**src/rtl/dsm_pkg.sv**
```systemverilog
// Constants shared by the delta-sigma modulator and its CIC demodulator:
// 20-bit sample format ([19:16] sat/sign, [15] = 1 V, [14:0] fraction).
package dsm_pkg;

   localparam int                   SAMPLE_W   = 20;
   localparam logic [SAMPLE_W-1:0]  VIN_FS     = 20'h0_8000;
   localparam logic [SAMPLE_W-1:0]  VIN_FS_NEG = 20'hF_8000;
   localparam int                   SAT_MSB    = 19;
   localparam int                   VOLT_BIT   = 15;

   typedef enum logic {
      CIC_INTEG = 1'b0,
      CIC_COMB  = 1'b1
   } cic_mode_e;

   // Right shift that maps a sinc^3 full-scale of R^3 onto VIN_FS.
   function automatic int cic_shift(input int log2_r);
      return 3 * log2_r - 15;
   endfunction

endpackage

```
**src/rtl/dsm_cic_stage.sv**
```systemverilog
// One CIC stage: a modulo-2^W integrator or a first-difference comb.
// o_data is the stage result for this cycle; the state register updates on i_en.
module dsm_cic_stage
   import dsm_pkg::*;
#(
   parameter int        W    = 20,
   parameter cic_mode_e MODE = CIC_INTEG
) (
   input  logic         clk,
   input  logic         reset,
   input  logic         i_en,
   input  logic [W-1:0] i_data,
   output logic [W-1:0] o_data
);

   logic [W-1:0] r_state;

   generate
      if (MODE == CIC_INTEG) begin : g_integ
         // Result is the updated accumulator so the next stage can cascade on it.
         assign o_data = r_state + i_data;

         always_ff @(posedge clk) begin
            if (reset)
               r_state <= '0;
            else if (i_en)
               r_state <= o_data;
         end
      end else begin : g_comb
         assign o_data = i_data - r_state;

         always_ff @(posedge clk) begin
            if (reset)
               r_state <= '0;
            else if (i_en)
               r_state <= i_data;
         end
      end
   endgenerate

endmodule

```
**src/rtl/dsm_cic_decimator.sv**
```systemverilog
// Third-order CIC decimator turning the DSM 1-bit stream back into 20-bit
// samples in the DSM input format, one sample per 2^LOG2_R accepted bits.
module dsm_cic_decimator
   import dsm_pkg::*;
#(
   parameter int LOG2_R = 6,
   parameter int ACC_W  = 3 * LOG2_R + 2,
   parameter int SETTLE = 3
) (
   input  logic                clk,
   input  logic                reset,
   input  logic                bit_in,
   input  logic                bit_valid,
   output logic [SAMPLE_W-1:0] sample_out,
   output logic                sample_valid
);

   localparam int                SHIFT       = cic_shift(LOG2_R);
   localparam int                SET_W       = $clog2(SETTLE + 2);
   localparam logic [LOG2_R-1:0] CNT_LAST    = '1;
   localparam logic [SET_W-1:0]  SETTLE_DONE = SET_W'(SETTLE);

   logic [LOG2_R-1:0]   r_cnt;
   logic                r_dec_strb;
   logic [SET_W-1:0]    r_settle;
   logic [ACC_W-1:0]    r_frame_i3;
   logic [SAMPLE_W-1:0] r_sample;
   logic                r_sample_valid;

   logic                w_frame_end;
   logic [ACC_W-1:0]    w_x;
   logic [ACC_W-1:0]    w_int [0:3];
   logic [ACC_W-1:0]    w_cmb [0:3];
   logic [SAMPLE_W-1:0] w_scaled;

   assign w_frame_end = bit_valid && (r_cnt == CNT_LAST);
   assign w_x         = bit_in ? ACC_W'(1) : '1;
   assign w_int[0]    = w_x;
   // Holds the integrator output as it stood right after the frame's last bit,
   // i.e. the registered i3 seen during the strobe cycle.
   assign w_cmb[0]    = r_frame_i3;

   genvar gi;
   generate
      for (gi = 0; gi < 3; gi++) begin : g_stage
         dsm_cic_stage #(.W(ACC_W), .MODE(CIC_INTEG)) u_integ (
            .clk    (clk),
            .reset  (reset),
            .i_en   (bit_valid),
            .i_data (w_int[gi]),
            .o_data (w_int[gi+1])
         );

         dsm_cic_stage #(.W(ACC_W), .MODE(CIC_COMB)) u_comb (
            .clk    (clk),
            .reset  (reset),
            .i_en   (r_dec_strb),
            .i_data (w_cmb[gi]),
            .o_data (w_cmb[gi+1])
         );
      end
   endgenerate

   // Arithmetic shift (floor), then sign-extend or truncate to the sample width.
   assign w_scaled = SAMPLE_W'($signed(w_cmb[3]) >>> SHIFT);

   always_ff @(posedge clk) begin
      if (reset) begin
         r_cnt          <= '0;
         r_dec_strb     <= 1'b0;
         r_settle       <= '0;
         r_frame_i3     <= '0;
         r_sample       <= '0;
         r_sample_valid <= 1'b0;
      end else begin
         r_dec_strb     <= w_frame_end;
         r_sample_valid <= 1'b0;
         if (bit_valid)
            r_cnt <= r_cnt + 1'b1;
         if (w_frame_end)
            r_frame_i3 <= w_int[3];
         if (r_dec_strb) begin
            if (r_settle != SETTLE_DONE) begin
               r_settle <= r_settle + 1'b1;
            end else begin
               r_sample       <= w_scaled;
               r_sample_valid <= 1'b1;
            end
         end
      end
   end

   assign sample_out   = r_sample;
   assign sample_valid = r_sample_valid;

endmodule

```
**config.mk**
```make
export PLATFORM = sky130hd
export DESIGN_NAME = dsm_cic_decimator
export DESIGN_NICKNAME = d
export VERILOG_FILES = /design/src/rtl/dsm_pkg.sv /design/src/rtl/dsm_cic_stage.sv /design/src/rtl/dsm_cic_decimator.sv
export SDC_FILE = /design/constraint.sdc
export NUM_CORES = 1
export LEC_CHECK = 0
export BUFFER_PORTS_ARGS = -buffer_cell sky130_fd_sc_hd__buf_4
export CAP_MARGIN = 20
export CORE_MARGIN = 2
export CORE_UTILIZATION = 50
export CTS_CLUSTER_DIAMETER = 100
export DETAILED_ROUTE_END_ITERATION = 16
export MAX_ROUTING_LAYER = met4
export PLACE_DENSITY = 0.73
export SLEW_MARGIN = 15
export SYNTH_ARGS = -nofsm -noshare
export SYNTH_HDL_FRONTEND = slang
export SYNTH_SLANG_ARGS = --single-unit
```
**constraint.sdc**
```tcl
create_clock -name clk -period 4.97 [get_ports clk]
set_clock_uncertainty 0.1 [all_clocks]
set_input_delay 0.2485 -clock clk [delete_from_list [all_inputs] [get_ports clk]]
set_output_delay 0.2485 -clock clk [all_outputs]
set_load 0.01 [all_outputs]
```
==> impl_summary.md, run 1 <==
Clock network
The TritonCTS clock tree is done. CTS built an H-tree with a depth of 4. The source-to-sink clock delay at the later pin of the worst-skew pair is 0.44 ns. The root buffer cell is clkbuf_16. In this run the deepest clock path goes through 2 buffers.

The quantity of hold-fixing buffers added after cts is 0. The number of clock sinks is about 170. In this run, CTS created clock tree buffers numbering 17.

The clock slew at the register clock pins of the worst setup and hold paths is approximately 0.070 ns.

Timing
The worst slew margin relative to its limit is 0.482. The final number of hold-violating endpoints came to 0. Setup repair after global routing could not meet its margin everywhere.

The total setup violations reported at the end of the flow is 6. The transition at the pin with the smallest max-transition slack is 0.778 ns. The ratio of final minimum period to clock period is 1.05. The minimum setup slack in the final design is -0.267 ns. The final critical delay including setup and external delays is 5.24 ns. The final number of max-transition violations was 0. For this run, the top clock speed supported by timing is 191 MHz.

Outcome
The run finished, with violations left. The final reports fail on setup timing.

Synthesis
The top cell type's share of synthesized area is 0.302. The most common flop cell mapped by yosys is dfxtp_1. The share of synthesized area spent on multiplexers is 0.0916. The number of nets handed over by synthesis was ~1400. For this run, the number of Yosys warnings is 0. The sequential cell area fraction in the yosys report is 0.302.

In the post-synthesis netlist, the biggest area contributors are dfxtp_1 (30%), ha_1 (13%), mux2i_1 (9.2%). In this run, synthesis produced a sequential element count of 168. The number of enable flip-flop cells after synthesis is 0. The gate count after technology mapping is roughly 1300. Of the total synthesized cell area, the portion taken by full adders, half adders and majority gates is 0.142. Of the total synthesized cell area, the portion taken by XOR and XNOR cells is 0.0832. Of all flip-flops after synthesis, the portion carrying an async set or reset was 0.

The count of cell types in the netlist is ~80. The compound-cell area share of the yosys netlist is 0.171. The cell accounting for the most synthesized area is dfxtp_1. The post-synthesis average cell area is 8.45 sq um. The area of the mapped netlist is ~11000 sq um. The simple logic cell fraction of the synthesized area is 0.164. By area, the combinational part of the netlist is dominated by compound AO/OA/AOI/OAI gates.

Route
The total vias in the final route is about 10000. After detailed routing, the number of vias per cell comes to approximately 5.3. The routed design has approximately 25 mm of wire. For this run, design rule violations remaining after detail routing come to 0. The number of routed nets with antenna violations is 0. For this block, the initial DRC count from the detailed router was approximately 330. After detailed routing, the average wire length per cell comes to roughly 14 um. Before antenna repair, the detailed router went through 6 iterations.

Floorplanning
The count of standard-cell rows is 54. The horizontal extent of the die is between 150 and 200 um. The number of ports placed on the die boundary is 25. The overall die height is 153 um. The effective utilization at floorplan is 0.509.

The full die area is between 20000 and 25000 sq um. The region available for standard cell placement spans approximately 22000 sq um.

Power
The internal power is ~4.8 mW. The leakage power figure is roughly 6.4 nW. The switching power of the nets is 2.97 mW. The share of total power in the clock network is 0.185.

The part of the power in registers is 0.208. Power spread over the standard cell area amounts to ~530 nW/um^2. The worst-case IR drop observed on VDD is 0.352 mV. The net switching share of the total power is 0.385. The overall power is 7.73 mW. Of the total power, combinational logic draws 0.607.

Final layout
The layout-stage area growth over the synthesis result is 30.9%. The leading cell type in the layout, fill and taps excluded is buf_4. The final-stage net count is between 1500 and 2000. Leaving out fill and tap cells, the most frequent cells in the layout are buf_4 (255), nor2_1 (178), dfxtp_1 (162), ha_1 (109), mux2i_1 (102). The number of antenna diodes in the final layout is 0.

The fill cell instance count of the final layout is roughly 1700. Registers take roughly 3400 sq um. The fraction of layout cells with a size suffix above 1 is 0.276. Summing all multi-input logic gate instances after layout gives approximately 7900 sq um.

At the end of the flow the core is filled with cells to 0.667.

Critical path
The standard cell with the maximum stage delay on the critical path is a221o_1. STA classifies the critical path endpoint as a flop. The element type at the critical path start is a flop. The required arrival time at the worst endpoint is 5.23 ns. The critical path data arrival time is between 5 and 6 ns.

The maximum single-stage delay on the critical path is roughly 0.35 ns. Together, buffers and inverters on the worst path number 1. The worst setup path is of the reg -> reg kind. The family with the most delay on the worst path is compound AO/OA/AOI/OAI gates. The maximum fanout count along the critical path is 4.

Placement
In this run the tool buffered the top-level ports with 24 buffer cells. Routability-driven placement finished with a final weighted congestion of about 0.85. The estimated wirelength of the detail-placed design is ~17 mm.

Global routing
The total global routing overflow is 0. The number of antenna violations at the first check in global routing was 0. The wire length of the first global-routing pass is just over 40 mm.

The number of global-route vias before repair came to approximately 9500. Entering global routing, the biggest net connects between 60 and 70 pins. The all-layer global routing usage is 0.210.

Min path
The path type of the worst min-delay path is in -> reg.

Job
The number of max-cap violations is 0.
==> cells in the mapped netlist (all sizes together), types with 4 or more instances <==
library cell / n
and2: 6
o21ai: 48
nor2: 182
a21o: 36
nand4: 7
mux2i: 102
o2111ai: 5
a31oi: 10
and4: 4
nor2b: 16
buf: 16
fa: 5
xor2: 33
a211oi: 17
xnor2: 66
nor3: 19
ha: 119
o21a: 13
o21bai: 12
a41oi: 6
nand2: 100
a21boi: 4
nand2b: 16
and3: 6
dfxtp: 168
o31ai: 7
inv: 86
clkbuf: 31
or3: 12
a21oi: 103
nand3: 19
==> state kept, by name, indices dropped and copies added (netlist names) <==
signal,count
g_stage.u_comb.r_state,60
g_stage.u_integ.r_state,60
r_frame_i3,20
sample_out,17
r_cnt,6
r_settle,3
r_dec_strb,1
sample_valid,1
==> routing by layer <==
layer,vias up,global-route usage,share of wire
met5,-,-,0
met1,4589,0.238,0.44
met4,0,0.0782,0.026
met2,128,0.376,0.51
li1,5080,-,-
met3,51,0.0309,0.024
==> cells by family after synthesis <==
group / count (synthesis)
AO/OA/AOI/OAI: 286
XOR/XNOR: 101
AND/OR/NAND/NOR: 405
flip-flops: 168
adder cells (fa/ha/maj): 124
multiplexers: 102
buffers and inverters: 134
==> worst paths after layout <==
kind                 start                           end  slack, ns  cells past startpoint
max reg2reg  r_frame_i3[0]                sample_out[16]      -0.27                     29
max          r_frame_i3[0]                sample_out[16]      -0.27                     29
min reg2reg  sample_out[5]                 sample_out[5]       0.35                      2
min                  reset  g_stage[0].u_comb.r_state[1]       0.25                      2
==> power groups by stage <==
stage | Sequential, mW | Clock, mW | Combinational [mW]
6_report | 1.61 | 1.43 | 4.69
3_3_place_gp | 1.62 | 0 | 3.89
3_5_place_dp | 1.63 | 0 | 3.99
4_1_cts | 1.60 | 1.45 | 4.15
5_1_grt | 1.63 | 1.51 | 5.15
2_1_floorplan | 1.61 | 0 | 2.66
==> repair_timing <==
action | CTS | global route
endpoints found under the setup margin | 14 | 22
gates cloned | 0 | 0
pin swaps | 52 | 102
setup buffers | 21 | 33
gates resized for setup | 28 | 103
==> final cells by class <==
class | instances | share of cell area
Multi-Input combinational cell | 1018 | 0.542
Inverter | 87 | 0.0228
Tap cell | 280 | 0.0240
Clock inverter | 14 | 0.0129
Clock buffer | 18 | 0.0301
Timing Repair Buffer | 263 | 0.137
Sequential cell | 168 | 0.231
==> metrics by stage <==
step                instance area (sq um)  hold WS (ns)  cells  setup TNS, ns  setup WS [ns]
floorplan                           11300         0.346   1320         -0.447         -0.184
global placement                    13000         0.341   1769          -2.45         -0.365
detailed placement                  13000         0.345   1769          -3.90         -0.458
CTS                                 13900         0.242   1822          -1.04         -0.246
global route                        14600         0.274   1848          -4.74         -0.566
finish                              14600         0.249   1848          -1.06         -0.267
Power figures use the tool's default switching activity.
==> run 2: changes to the inputs <==
- SKIP_CTS_REPAIR_TIMING: default -> 1
==> run 2 against run 1 <==
Net effect: the flow still finishes with violations (setup timing); combinational power fell by 4%; core utilization fell by 1.3 points; cell area fell by 1.9%; sequential power barely moved; sequential cell count did not move; die area did not move; first-iteration DRC count rose by 8.4%; non-clock buffer count fell by 23; clock power barely moved; maximum frequency fell by 2.6%; global-route usage fell by 0.55 points; worst setup slack got worse by 0.14 ns.
==> impl_summary.md, run 2 (synthesis results as in run 1) <==
Critical path
The critical path data arrival time came to 5.63 ns (was 5.49 ns). The maximum single-stage delay on the critical path is 0.35 ns (about the same). The critical setup path kind is reg -> reg (unchanged). The capturing element type of the critical path is a flop (unchanged). The maximum fanout count along the critical path was 4 (unchanged). The required arrival time at the worst endpoint is 5.22 ns (was 5.23 ns). The element type at the critical path start is a flop (unchanged). The standard cell with the maximum stage delay on the critical path is a221o_1 (unchanged).

Placement
The worst-case setup slack after placement is -0.458 ns (unchanged). The placer congestion estimate is 0.851 (unchanged). The post-placement cell area is 13000 sq um (unchanged). The count of input and output buffers is 24 (unchanged).

The estimated wirelength of the detail-placed design is 16.8 mm (unchanged). The total placed cells including tap cells came to 1769 (unchanged).

Clock network
The root buffer cell is clkbuf_16 (unchanged). The source-to-sink clock delay at the later pin of the worst-skew pair was 0.43 ns (was 0.44 ns). The clock slew at the register clock pins of the worst setup and hold paths was 0.07 ns (about the same). The number of clock sinks is 168 (unchanged). The number of clock buffers inserted by TritonCTS is 17 (unchanged).

The H-tree depth reported by CTS was 4 (unchanged). The maximum clock insertion buffer count is 2 (unchanged). The TritonCTS clock tree is done (unchanged).

Timing
The worst slew margin relative to its limit is 0.486 (was 0.482). The minimum setup slack in the final design is -0.405 ns (was -0.267 ns). The final number of hold-violating endpoints was 0 (unchanged). RSZ-0062 raised after global routing: true (unchanged). The final number of max-transition violations is 0 (unchanged).

The timing-limited maximum frequency came to 186 MHz (was 191 MHz). The ratio of final minimum period to clock period came to 1.08 (was 1.05). The transition at the pin with the smallest max-transition slack was 0.769 ns (was 0.778 ns).

The final critical delay including setup and external delays is 5.37 ns (was 5.24 ns). The setup total negative slack is -1.92 ns (was -1.06 ns). The total setup violations reported at the end of the flow is 8 (was 6).

Floorplanning
The core outline area is 21900 sq um (unchanged). The overall die height is 153 um (unchanged). The effective utilization at floorplan is 0.509 (unchanged). The horizontal extent of the die is 153 um (unchanged).

The full die area is 23500 sq um (unchanged). The count of standard-cell rows is 54 (unchanged). The number of ports placed on the die boundary came to 25 (unchanged).

Final layout
The post-layout instance area is 14300 sq um (was 14600 sq um). The fraction of layout cells with a size suffix above 1 was 0.249 (was 0.276). The count of placed standard cells in the final layout, fillers left out is 1825 (was 1848). The utilization of the core after routing was 0.654 (was 0.667).

Registers with the most flip-flops: g_stage.u_comb.r_state (60), g_stage.u_integ.r_state (60), r_frame_i3 (20) (unchanged). The leading cell type in the layout, fill and taps excluded was buf_4 (unchanged). Top library cells by usage in the layout, fill and taps aside: buf_4 (237), nor2_1 (180), dfxtp_1 (163), ha_1 (108), mux2i_1 (102) (was buf_4 (255), nor2_1 (178), dfxtp_1 (162), ha_1 (109), mux2i_1 (102)). The final-stage net count is 1660 (was 1683). The multi-input logic area is 7820 sq um (was 7910 sq um). The fill cell instance count of the final layout is 1759 (was 1689). The layout-stage area growth over the synthesis result came to 28.4% (was 30.9%). The footprint of the flip-flops and latches came to 3370 sq um (about the same).

The number of diodes is 0 (unchanged).

Global routing
The number of global-route vias before repair is 9342 (was 9524). The all-layer global routing usage is 0.205 (was 0.210). The number of antenna violations at the first check in global routing was 0 (unchanged).

The largest net degree at the start of global routing is 68 (unchanged). The wire length of the first global-routing pass is 40.4 mm (was 41.3 mm). The total global routing overflow is 0 (unchanged).

Route
The number of remaining DRC errors is 0 (unchanged). The starting DRC count in detailed routing came to 360 (was 332). The detailed-route wire length came to 24.4 mm (was 25.3 mm).

The detail-routed net length per standard cell came to 13.4 um (was 13.7 um). The average vias per placed instance came to 5.29 (was 5.33). The total vias in the final route is 9659 (was 9848). The first-pass iteration count of the detailed router came to 4 (was 6).

The number of routed nets with antenna violations is 0 (unchanged).

Power
The power density over the cells is 525 nW/um^2 (was 529 nW/um^2). The leakage power figure was 6.27 nW (was 6.40 nW). The worst vdd rail ir drop was 0.370 mV (was 0.352 mV).

Min path
The path type of the worst min-delay path was in -> reg (unchanged).

Job
The number of max-cap violations is 0 (unchanged).

Outcome
Violated checks: setup timing (unchanged). Result of the run: finished, violations left (unchanged).
## run 2: worst max-delay path, delay by kind of cell, from the launching register on
family / cells / cell delay [ns]
AOI/OAI and AO/OA: 14 / 2.51
adders and majority gates: 4 / 1.02
and+or+nand+nor: 8 / 1.00
DFF: 1 / 0.33
xor gates and xnor gates: 2 / 0.28
buffers and inverters: 1 / 0.04
## run 2: layout make-up
| cell class | instances | share of cell area |
|---|---|---|
| multi-input combinational | 1018 | 0.546 |
| sequential | 168 | 0.236 |
| timing repair buffer | 240 | 0.127 |
| clock buffer | 18 | 0.0307 |
| tap | 280 | 0.0245 |
| inverter | 87 | 0.0231 |
| clock inverter | 14 | 0.0131 |
## run 2: worst paths after layout
path                  startpoint  cells after the start              to  slack (ns)
hold reg to reg   sample_out[11]                      2  sample_out[11]        0.35
hold / removal             reset                      2     r_settle[1]        0.26
setup / recovery   r_frame_i3[0]                     29  sample_out[16]       -0.40
setup reg to reg   r_frame_i3[0]                     29  sample_out[16]       -0.40
## run 2: per-layer routing
metal  share of wire  vias up  wire (um)  GRT usage
li1                -     5018          -          -
met1            0.45     4510      11000      0.234
met2            0.51       96      12400      0.366
met3           0.022       35        532     0.0332
met4           0.023        0        564     0.0668
met5               0        -          0          -
## run 2: through the flow
step	power [mW]	hold slack (ns)
3_3_place_gp	5.51	0.341
3_5_place_dp	5.61	0.345
4_1_cts	7.11	0.242
6_report	7.52	0.256
5_1_grt	8.09	0.275
2_1_floorplan	4.27	0.346
## run 2: power breakdown
part	internal, mW	switching [mW]
combinational	2.31	2.18
clock	0.820	0.599
sequential	1.51	0.101
==> run 3: changes to the inputs <==
- PLACE_DENSITY: 0.73 -> 0.7
- SYNTH_HIERARCHICAL: default -> 1
- clock period: 4.97 -> 5.1 ns (I/O delays scaled with it)
==> run 3 against run 2 <==
Net effect: the run now ends clean; combinational power increased by 4.9%; hold slack got worse by 0.016 ns; cell count increased by 8.1%; global-route usage increased by 2.6 points; first-iteration DRC count increased by 120%; sequential power decreased by 2%; non-clock buffer count decreased by 125; synthesized cell count increased by 19%; sequential cell count unchanged; core utilization decreased by 6.3 points; sequential share of layout area decreased by 0.92 points; critical endpoint is now g_stage[2].u_integ/r_state[19]; highest routed layer unchanged.
==> impl_summary.md, run 3 <==
Outcome
Result of the run: finished, final reports clean (was finished, violations left).

Min path
The startpoint of the tightest hold check path is bit_valid (was reset). The terminating pin of the worst hold path is g_stage[2].u_integ/r_state[18] (was r_settle[1]). The path type of the worst min-delay path is in -> reg (unchanged).

The hold path depth came to 3 (was 2).

Timing
The transition at the pin with the smallest max-transition slack is 1.03 ns (was 0.769 ns). The final critical delay including setup and external delays was 4.96 ns (was 5.37 ns). The timing-limited maximum frequency is 202 MHz (was 186 MHz). The worst slew margin relative to its limit is 0.315 (was 0.486). The final number of hold-violating endpoints is 0 (unchanged). The final number of max-transition violations is 0 (unchanged). The total setup violations reported at the end of the flow is 0 (was 8). The ratio of final minimum period to clock period is 0.972 (was 1.08). The setup total negative slack is 0 ns (was -1.92 ns).

Floorplanning
The effective utilization at floorplan is 0.509 (about the same). The full die area is 26900 sq um (was 23500 sq um). The horizontal extent of the die is 164 um (was 153 um). The core outline area came to 25200 sq um (was 21900 sq um). The count of standard-cell rows was 58 (was 54). The overall die height is 164 um (was 153 um). The number of ports placed on the die boundary is 25 (unchanged).

Clock network
The source-to-sink clock delay at the later pin of the worst-skew pair came to 0.44 ns (was 0.43 ns). The H-tree depth reported by CTS is 4 (unchanged). The TritonCTS clock tree is done (unchanged). The number of clock buffers inserted by TritonCTS is 17 (unchanged). The number of clock sinks is 168 (unchanged).

The maximum clock insertion buffer count is 2 (unchanged). The clock slew at the register clock pins of the worst setup and hold paths is 0.07 ns (about the same). The root buffer cell is clkbuf_16 (unchanged).

Route
The number of remaining DRC errors was 0 (unchanged). The routed length on met2 is 13.7 mm (was 12.4 mm). The detail-routed net length per standard cell is 15.7 um (was 13.4 um).

The first-pass iteration count of the detailed router came to 7 (was 4). The number of routed nets with antenna violations is 0 (unchanged). The met3 layer wire length in the routed design is 1.51 mm (was 532 um). The total vias in the final route is 11451 (was 9659).

The average vias per placed instance came to 5.81 (was 5.29). The met1 wire length was 15.3 mm (was 11.0 mm). The detailed-route wire length came to 30.9 mm (was 24.4 mm). The highest routing layer actually used is met4 (unchanged). The starting DRC count in detailed routing is 795 (was 360).

Critical path
The critical path data arrival time was 5.23 ns (was 5.63 ns). The reg-to-reg startpoint is g_stage[0].u_integ/r_state[0] (was r_frame_i3[0]). The maximum fanout count along the critical path came to 7 (was 4). The required arrival time at the worst endpoint is 5.38 ns (was 5.22 ns). The critical setup path kind is reg -> reg (unchanged). The logic depth of the worst register-to-register path is 21 (was 29). The slack of the worst reg-to-reg path is 0.14 ns (was -0.40 ns). The element type at the critical path start is a flop (unchanged). The capturing element type of the critical path was a flop (unchanged). The capture instance of the worst register-to-register path is g_stage[2].u_integ/r_state[19] (was sample_out[16]).

Placement
The estimated wirelength of the detail-placed design is 21.4 mm (was 16.8 mm). The total placed cells including tap cells is 1917 (was 1769). The placer congestion estimate is 1.03 (was 0.851). The count of input and output buffers is 24 (unchanged).

Global routing
The all-layer global routing usage is 0.231 (was 0.205). The largest net degree at the start of global routing is 121 (was 68). The total global routing overflow is 0 (unchanged). The number of global-route vias before repair is 10443 (was 9342). The number of antenna violations at the first check in global routing came to 0 (unchanged). The wire length of the first global-routing pass is 50.5 mm (was 40.4 mm).

Final layout
The final-stage net count is 1756 (was 1660). The layout-stage area growth over the synthesis result is 16.0% (was 28.4%). The number of diodes is 0 (unchanged).

The leading cell type in the layout, fill and taps excluded is dfxtp_1 (was buf_4). Top library cells by usage in the layout, fill and taps aside: dfxtp_1 (164), nand2_1 (148), nor2_1 (136), mux2i_1 (112), buf_4 (111) (was buf_4 (237), nor2_1 (180), dfxtp_1 (163), ha_1 (108), mux2i_1 (102)). The fraction of layout cells with a size suffix above 1 came to 0.174 (was 0.249). Registers with the most flip-flops: g_stage.u_comb/r_state (60), g_stage.u_integ/r_state (60), r_frame_i3 (20) (was g_stage.u_comb.r_state (60), g_stage.u_integ.r_state (60), r_frame_i3 (20)). The count of placed standard cells in the final layout, fillers left out is 1972 (was 1825).

Synthesis
The area of the mapped netlist is 12800 sq um (was 11200 sq um). The gate count after technology mapping came to 1569 (was 1320). The number of nets produced by synthesis came to 1696 (was 1448).

The post-synthesis average cell area is 8.17 sq um (was 8.45 sq um). The total of warnings raised by yosys is 6 (was 0).

Power
The worst vdd rail ir drop is 0.506 mV (was 0.370 mV). The leakage power figure is 6.02 nW (was 6.27 nW). The power density over the cells is 508 nW/um^2 (was 525 nW/um^2).

Job
The number of max-cap violations is 0 (unchanged).
run 3: where the power goes:
part	internal [mW]	switching [mW]
registers	1.46	0.106
clock network	0.663	0.614
logic	2.07	2.65
total	4.19	3.37
run 3: worst max path at each step:
stage | startpoint | endpoint | slack (ns) | depth (start not counted)
2_1_floorplan | bit_in | g_stage[2].u_integ/r_state[19] | 0.01 | 22
3_3_place_gp | r_frame_i3[0] | sample_out[15] | -0.05 | 24
3_5_place_dp | r_frame_i3[0] | sample_out[15] | -0.06 | 24
4_1_cts | r_frame_i3[0] | sample_out[15] | -0.09 | 24
5_1_grt | g_stage[0].u_comb/r_state[2] | sample_out[13] | -0.09 | 23
6_report | g_stage[0].u_integ/r_state[0] | g_stage[2].u_integ/r_state[19] | 0.14 | 21
run 3: cell type report:
| cell class | instances | area, sq um |
|---|---|---|
| sequential | 168 | 3370 |
| fill | 2159 | 10300 |
| clock buffer | 19 | 443 |
| clock inverter | 13 | 128 |
| timing repair buffer | 115 | 887 |
| inverter | 92 | 350 |
| multi-input combinational | 1235 | 9290 |
| tap | 330 | 413 |
run 3: critical path, cell delays in order, from the launching register on:
cell and delay [ns]:
dfxtp_2 0.34, ha_4 0.17, fa_2 0.36, a211oi_2 0.28, nor2_2 0.09, o31ai_4 0.28, a31oi_2 0.14, nor3_2 0.31
xnor2_2 0.18, ha_1 0.28, buf_6 0.15, nor2b_1 0.13, o21ai_1 0.16, nand2_1 0.10, nor2_2 0.13, xnor2_1 0.15
ha_1 0.28, buf_6 0.14, a311o_1 0.38, or4b_1 0.50, o21a_1 0.18, nand4_1 0.05
run 3: per-stage QoR:
stage	setup slack (ns)	instance area, sq um	hold slack, ns	utilization	total power [mW]
after floorplan	0.0107	12900	0.340	-	4.64
after global placement	-0.0460	13600	0.343	0.541	5.80
after detailed placement	-0.0564	13600	0.348	0.541	5.86
after CTS	-0.0936	14200	0.220	0.564	7.18
after global routing	-0.0932	14900	0.260	0.591	8.11
final	0.144	14900	0.241	0.591	7.56
run 3: metal layers:
metal / up-vias / track usage
li1: 5697 / -
met1: 5444 / 0.332
met2: 280 / 0.341
met3: 30 / 0.0338
met4: 0 / 0.0534
met5: - / -
